<file path="config.mk">
export PLATFORM = sky130hd
export DESIGN_NAME = btn_ctrl
export DESIGN_NICKNAME = d
export VERILOG_FILES = /design/src/rtl/btn_ctrl.sv
export SDC_FILE = /design/constraint.sdc
export NUM_CORES = 1
export LEC_CHECK = 0
export ABC_AREA = 0
export BUFFER_PORTS_ARGS = -buffer_cell sky130_fd_sc_hd__buf_2
export CAP_MARGIN = 20
export CORE_MARGIN = 2
export CORE_UTILIZATION = 40
export CTS_CLUSTER_DIAMETER = 200
export DETAILED_ROUTE_END_ITERATION = 7
export PLACE_DENSITY = 0.6
export SETUP_SLACK_MARGIN = 0.3
export SYNTH_ARGS = -nofsm -noshare
export SYNTH_HDL_FRONTEND = slang
export SYNTH_SLANG_ARGS = --single-unit
</file>
<file path="constraint.sdc">
create_clock -name clk -period 2 [get_ports clk]
set_clock_uncertainty 0.1 [all_clocks]
set_input_delay 0.1 -clock clk [delete_from_list [all_inputs] [get_ports clk]]
set_output_delay 0.1 -clock clk [all_outputs]
set_load 0.005 [all_outputs]
</file>
<file path="src/rtl/btn_ctrl.sv">
`default_nettype none
//------------------------------------------------------------------------------
// btn_ctrl - per-button synchroniser and debouncer with sticky W1C press flags
// Revision: 1.0
//------------------------------------------------------------------------------
module btn_ctrl #(
  parameter int BTN_NUM      = 4,
  parameter int DEBOUNCE_CNT = 100000,
  parameter bit ACTIVE_LOW   = 1'b1
) (
  input  logic               clk,
  input  logic               resetn,
  input  logic [BTN_NUM-1:0] btn,
  input  logic [31:0]        btn_clr,
  output logic [31:0]        btn_state,
  output logic [31:0]        btn_event,
  output logic               btn_irq
);

  localparam int                 CNT_W    = $clog2(DEBOUNCE_CNT + 1);
  localparam logic [CNT_W-1:0]   CNT_LAST = CNT_W'(DEBOUNCE_CNT - 1);
  localparam logic [BTN_NUM-1:0] REL_LVL  = {BTN_NUM{ACTIVE_LOW}};

  logic [BTN_NUM-1:0] sync1_q;
  logic [BTN_NUM-1:0] sync2_q;
  logic [BTN_NUM-1:0] stable_q;
  logic [BTN_NUM-1:0] stable_d;
  logic [BTN_NUM-1:0] event_q;
  logic [BTN_NUM-1:0] event_d;
  logic [BTN_NUM-1:0] rise_d;
  logic [BTN_NUM-1:0] pressed;
  logic               irq_q;
  logic               irq_d;

  // Sync stages reset to the released pin level so no phantom press follows reset.
  always_ff @(posedge clk or negedge resetn) begin
    if (!resetn) begin
      sync1_q <= REL_LVL;
      sync2_q <= REL_LVL;
    end else begin
      sync1_q <= btn;
      sync2_q <= sync1_q;
    end
  end

  assign pressed = sync2_q ^ REL_LVL;

  for (genvar i = 0; i < BTN_NUM; i++) begin : g_bit
    logic [CNT_W-1:0] cnt_q;
    logic [CNT_W-1:0] cnt_d;
    logic             bit_stable_d;
    logic             bit_rise_d;

    always_comb begin
      cnt_d        = cnt_q;
      bit_stable_d = stable_q[i];
      bit_rise_d   = 1'b0;
      if (pressed[i] == stable_q[i]) begin
        cnt_d = '0;
      end else if (cnt_q == CNT_LAST) begin
        cnt_d        = '0;
        bit_stable_d = pressed[i];
        bit_rise_d   = pressed[i];
      end else begin
        cnt_d = cnt_q + CNT_W'(1);
      end
    end

    always_ff @(posedge clk or negedge resetn) begin
      if (!resetn) begin
        cnt_q <= '0;
      end else begin
        cnt_q <= cnt_d;
      end
    end

    assign stable_d[i] = bit_stable_d;
    assign rise_d[i]   = bit_rise_d;
  end

  // A qualifying press on the same edge as a clear keeps the flag set.
  always_comb begin
    event_d = (event_q & ~btn_clr[BTN_NUM-1:0]) | rise_d;
    irq_d   = |event_d;
  end

  always_ff @(posedge clk or negedge resetn) begin
    if (!resetn) begin
      stable_q <= '0;
      event_q  <= '0;
      irq_q    <= 1'b0;
    end else begin
      stable_q <= stable_d;
      event_q  <= event_d;
      irq_q    <= irq_d;
    end
  end

  assign btn_irq = irq_q;

  if (BTN_NUM < 32) begin : g_pad
    logic unused_clr;
    assign unused_clr = |btn_clr[31:BTN_NUM];
    assign btn_state  = {{(32 - BTN_NUM){1'b0}}, stable_q};
    assign btn_event  = {{(32 - BTN_NUM){1'b0}}, event_q};
  end else begin : g_full
    assign btn_state = stable_q;
    assign btn_event = event_q;
  end

endmodule
`default_nettype wire
</file>
# After elaboration in Yosys (flattened, before gate mapping)
# Cells that the tools add are included.
# word_totals
register_bits	85
wordCells	53
input_bits	38
output_inout_bits	65
# op_classes
eq_ne	8
bitwise	8
n_mux	16
n_reduce_logical	5
n_addsub	4
# ops
op	count
$mux W17	8
$add A17 B1 Y17 const B	4
$eq A17 B17 Y1 const B	4
$mux W1	8
$not A4 Y4	2
$reduce_and A2 Y1	4
$and A4 B4 Y4	1
$eq A1 B1 Y1	4
$not A1 Y1	4
$or A4 B4 Y4	1
$reduce_or A4 Y1	1

# Logic depth before layout (Yosys ltp)
# depth
depth_word	5
ltp_mapped	7
mapped_depth_nobuf	5

# Worst setup path after synthesis
# Ideal clock, no wire load.
# synth_path
kind	register to register
start	register g_bit[0].cnt_q[0]
end	register irq_q (netlist: btn_irq)
path_slack_ns	0.160
n_path_buf	1
stages_incl_launch_ff	7
arrival_ns	1.602
cell_sequence	dfrtp_1 > ha_1 > and4_1 > buf_2 > nand4_1 > o32ai_1 > or4_1
# synth_between
elab_chain_len	5
# synth_rtl
item	line_no	text
start: declaration	49	logic [CNT_W-1:0] cnt_q;
start signal: assignment	73	cnt_q <= cnt_d;
$eq A17 B17 Y1	60	end else if (cnt_q == CNT_LAST) begin
$mux W1	60	
$mux W1	58	if (pressed[i] == stable_q[i]) begin
$or A4 B4 Y4	83	event_d = (event_q & ~btn_clr[BTN_NUM-1:0]) | rise_d;
via event_d[0]	29	logic [BTN_NUM-1:0] event_d;
$reduce_or A4 Y1	84	irq_d = |event_d;
via irq_d	33	logic irq_d;
end signal: assignment	95	irq_q <= irq_d;
end: declaration	32	logic irq_q;
# The timed path passes the listed nets, and every way through them passes these cells.
# A chain may end at the register's enable or synchronous reset.

# Worst setup path after layout
# layout_path
start	register g_bit[2].cnt_q[0]
end	register irq_q (netlist: btn_irq)
# layout_between
elab_chain_len	5
# layout_rtl
item	line_no
start: declaration	49
start signal: assignment	73
$eq A17 B17 Y1	60
$mux W1	60
$mux W1	58
$or A4 B4 Y4	83
via event_d[2]	29
$reduce_or A4 Y1	84
via irq_d	33
# The timed path passes the listed nets, and every way through them passes these cells.

==> results.cfg <==
[run_status]
result_of_the_run = completed

[power_and_ir_drop]
power_density_mw_per_mm2 = 596
worst_ir_drop_vdd_mv = 0.462
power.leakage_nw = 2.30

[global_routing]
grt_pass1_wl_mm = 14.0
number_of_global_route_vias_before_repair = 2980
grt_remaining_overflow = 0
largest_net_degree_at_the_start_of_global_routing = 38
initial_antenna_violation_count = 0
grt_usage_pct = 15.0

[critical_path]
worst_r2r_endpoint = btn_irq
timing.critical_path.arrival_ns = 1.94
startpoint = g_bit[2].cnt_q[0]
r2r_setup_slk_ns = 0.20
critical_path.max_fanout = 4
worstSetupEndpointType = register
rr_startpoint = g_bit[2].cnt_q[0]
cp_num_buf_inv = 0
critical_path_class = register to register
crit_path_cell_trace = ha_4 -> and4_4 -> nand4_1 -> o31ai_2 -> or4_1
reg2regPathDepth = 5
cell_family_contributing_the_most_delay_on_the_critical_path = simple AND/OR/NAND/NOR gates
crit_required_ns = 2.13
critical-path-max-stage-delay_ns = 0.53
critical-path-slowest-cell = sky130_fd_sc_hd__or4_1
element_type_at_the_critical_path_start = register

[finish]
final_antenna_diode_count = 0
final_cell_mix = sky130_fd_sc_hd__dfrtp_1, sky130_fd_sc_hd__conb_1, sky130_fd_sc_hd__buf_4
num-fill-cells = 946
area_growth_pct = 28.2
share_of_cells_above_drive_strength_1_pct = 35.2
layout_commonest_cell = sky130_fd_sc_hd__dfrtp_1
finish.net_count = 542

[floorplan]
floorplan.rows = 38
die-height_um = 108
starting_density_of_the_core_pct = 40.6
coreArea_mm2 = 0.0107
design.die.area_mm2 = 0.0117
die-width_um = 108
io-pin-count = 103

[sta]
hold_viol = 0
final_min_period_over_clock_period_pct = 90.2
maxClockFrequency_mhz = 554
report.final.slew_viol_count = 0
setup_viol = 0
setup_tns_ns = 0
unrepaired_setup_endpoints_after_global_routing = true
post-route-min-period_ns = 1.80
finalWorstSetupSlack_ns = 0.195

[run]
max_cap_violations = 0

[yosys]
synth.ff_latch_count = 85
ys_seq_area_share_pct = 49.2
asyncSetResetFlopFracSynth_pct = 100
synth-main-ff-cell = sky130_fd_sc_hd__dfrtp_1
synth_largest_type_area_fraction_pct = 44.4
yosys-top-cells-area = sky130_fd_sc_hd__dfrtp_1, sky130_fd_sc_hd__buf_4, sky130_fd_sc_hd__xor2_1, sky130_fd_sc_hd__dfstp_2, sky130_fd_sc_hd__nor2_1
synthDistinctLibCells = 34
netlist_instances = 427
syn_area_mm2 = 0.00434
synth_enable_flop_cells = 0
netlist.top_cell.by_area = sky130_fd_sc_hd__dfrtp_1
synth.yosys.warnings = 0
syn-mean-instance-area_um2 = 10.2

[clocking]
cts.sink_count = 85
maximum_buffer_depth_of_the_clock_tree = 2
cts_tree = yes
cts_made_buffers = 9
cts_max_level = 3
clock_tree.root_cell = sky130_fd_sc_hd__clkbuf_8
clock_latency_at_the_later_pin_of_the_worst_skew_pair_ns = 0.36
path_clk_slew_ns = 0.09

[route]
drt-vias-per-instance = 4.89
drtIter0Drc = 114
routed_wirelength_mm = 8.58
firstDrtPassIters = 4
wl_per_cell_um = 13.3
drc = 0
final_antenna_net_count = 0
detailroute.via_count = 3154

[place]
place.gp.congestion = 0.856
dp_slack_ns = 0.111
dpl.hpwl_mm = 5.23
port_buffers = 18

[min_path]
worst_hold_path_type = input port to async pin
[synthesized netlist by cell type, types with 6 or more instances]
cell type	n
sky130_fd_sc_hd__buf_4	56
sky130_fd_sc_hd__a21oi_1	13
sky130_fd_sc_hd__dfstp_2	8
sky130_fd_sc_hd__o31ai_1	6
sky130_fd_sc_hd__nand4_1	20
sky130_fd_sc_hd__nor4_1	6
sky130_fd_sc_hd__nand2_1	24
sky130_fd_sc_hd__dfrtp_1	77
sky130_fd_sc_hd__xnor2_1	21
sky130_fd_sc_hd__or3_1	9
sky130_fd_sc_hd__and4_1	11
sky130_fd_sc_hd__nor2_1	53
sky130_fd_sc_hd__o21ai_0	13
sky130_fd_sc_hd__xor2_1	30
sky130_fd_sc_hd__buf_2	8
sky130_fd_sc_hd__nand3_1	21
[flip-flops by register name, summed over array words and instances, names as in the netlist]
name / cells
g_bit.cnt_q: 68
event_q: 4
stable_q: 4
sync1_q: 4
sync2_q: 4
btn_irq: 1
[per-layer routing]
metal  vias up  wire [um]  GRT usage, %
met5         -          0             0
met4         0        184          7.05
met2        69       4160          23.2
li1       1521          -             -
met1      1546       3950          20.4
met3        18        279          2.71
[worst max path at each step]
| stage | cells past startpoint | endpoint | slack (ns) |
|---|---|---|---|
| floorplan | 5 | btn_irq | 0.29 |
| global placement | 5 | btn_irq | 0.16 |
| detailed placement | 5 | btn_irq | 0.11 |
| CTS | 5 | btn_irq | 0.18 |
| global route | 5 | btn_irq | 0.12 |
| finish | 5 | btn_irq | 0.20 |
[report_power, final]
part	internal [mW]	switching [mW]
Sequential	1.75	0.0296
Combinational	0.114	0.152
Clock	0.623	0.651
Total	2.49	0.833
[final cells by class]
cell class              count  area, um2  share of cell area (%)
clock inverters             6       68.8                    1.24
multi-input cells         329       2410                    43.3
clock buffers              10        138                    2.47
repair buffers             71        614                    11.0
flip-flops and latches     85       2140                    38.5
well taps                 140        175                    3.15
inverters                   4       15.0                   0.270
[through the flow]
| step | cells | area (um2) | power (mW) | hold WS, ns | util, % |
|---|---|---|---|---|---|
| floorplan | 482 | 4580 | 1.96 | -0.296 | - |
| global placement | 589 | 4500 | 1.96 | -0.000558 | 42.1 |
| detailed placement | 589 | 4500 | 1.96 | 0.00360 | 42.1 |
| CTS | 634 | 5060 | 3.29 | 0.154 | 47.3 |
| global route | 645 | 5570 | 3.47 | 0.172 | 52.0 |
| finish | 645 | 5570 | 3.32 | 0.128 | 52.0 |
[logic make-up (layout without fill, tap and decap cells)]
logic type	after synthesis	after routing	synth area share, %
DFF	85	85	49.2
AOI/OAI and AO/OA	34	34	4.41
other	1	56	0.0863
and+or+nand+nor	184	184	23.9
buffers and inverters	68	91	10.9
xor gates and xnor gates	51	51	10.3
adders and majority gates	4	4	1.15
[what timing repair did]
| action | in CTS | in global routing |
|---|---|---|
| endpoints found under the hold margin | 46 | 0 |
| resized for setup | 25 | 113 |
| hold buffers | 9 | 0 |
| endpoints found under the setup margin | 58 | 68 |
| setup buffers | 18 | 10 |
| pin swaps | 13 | 47 |
| cloned | 2 | 1 |
No activity file was read; power rests on OpenSTA's default activity.
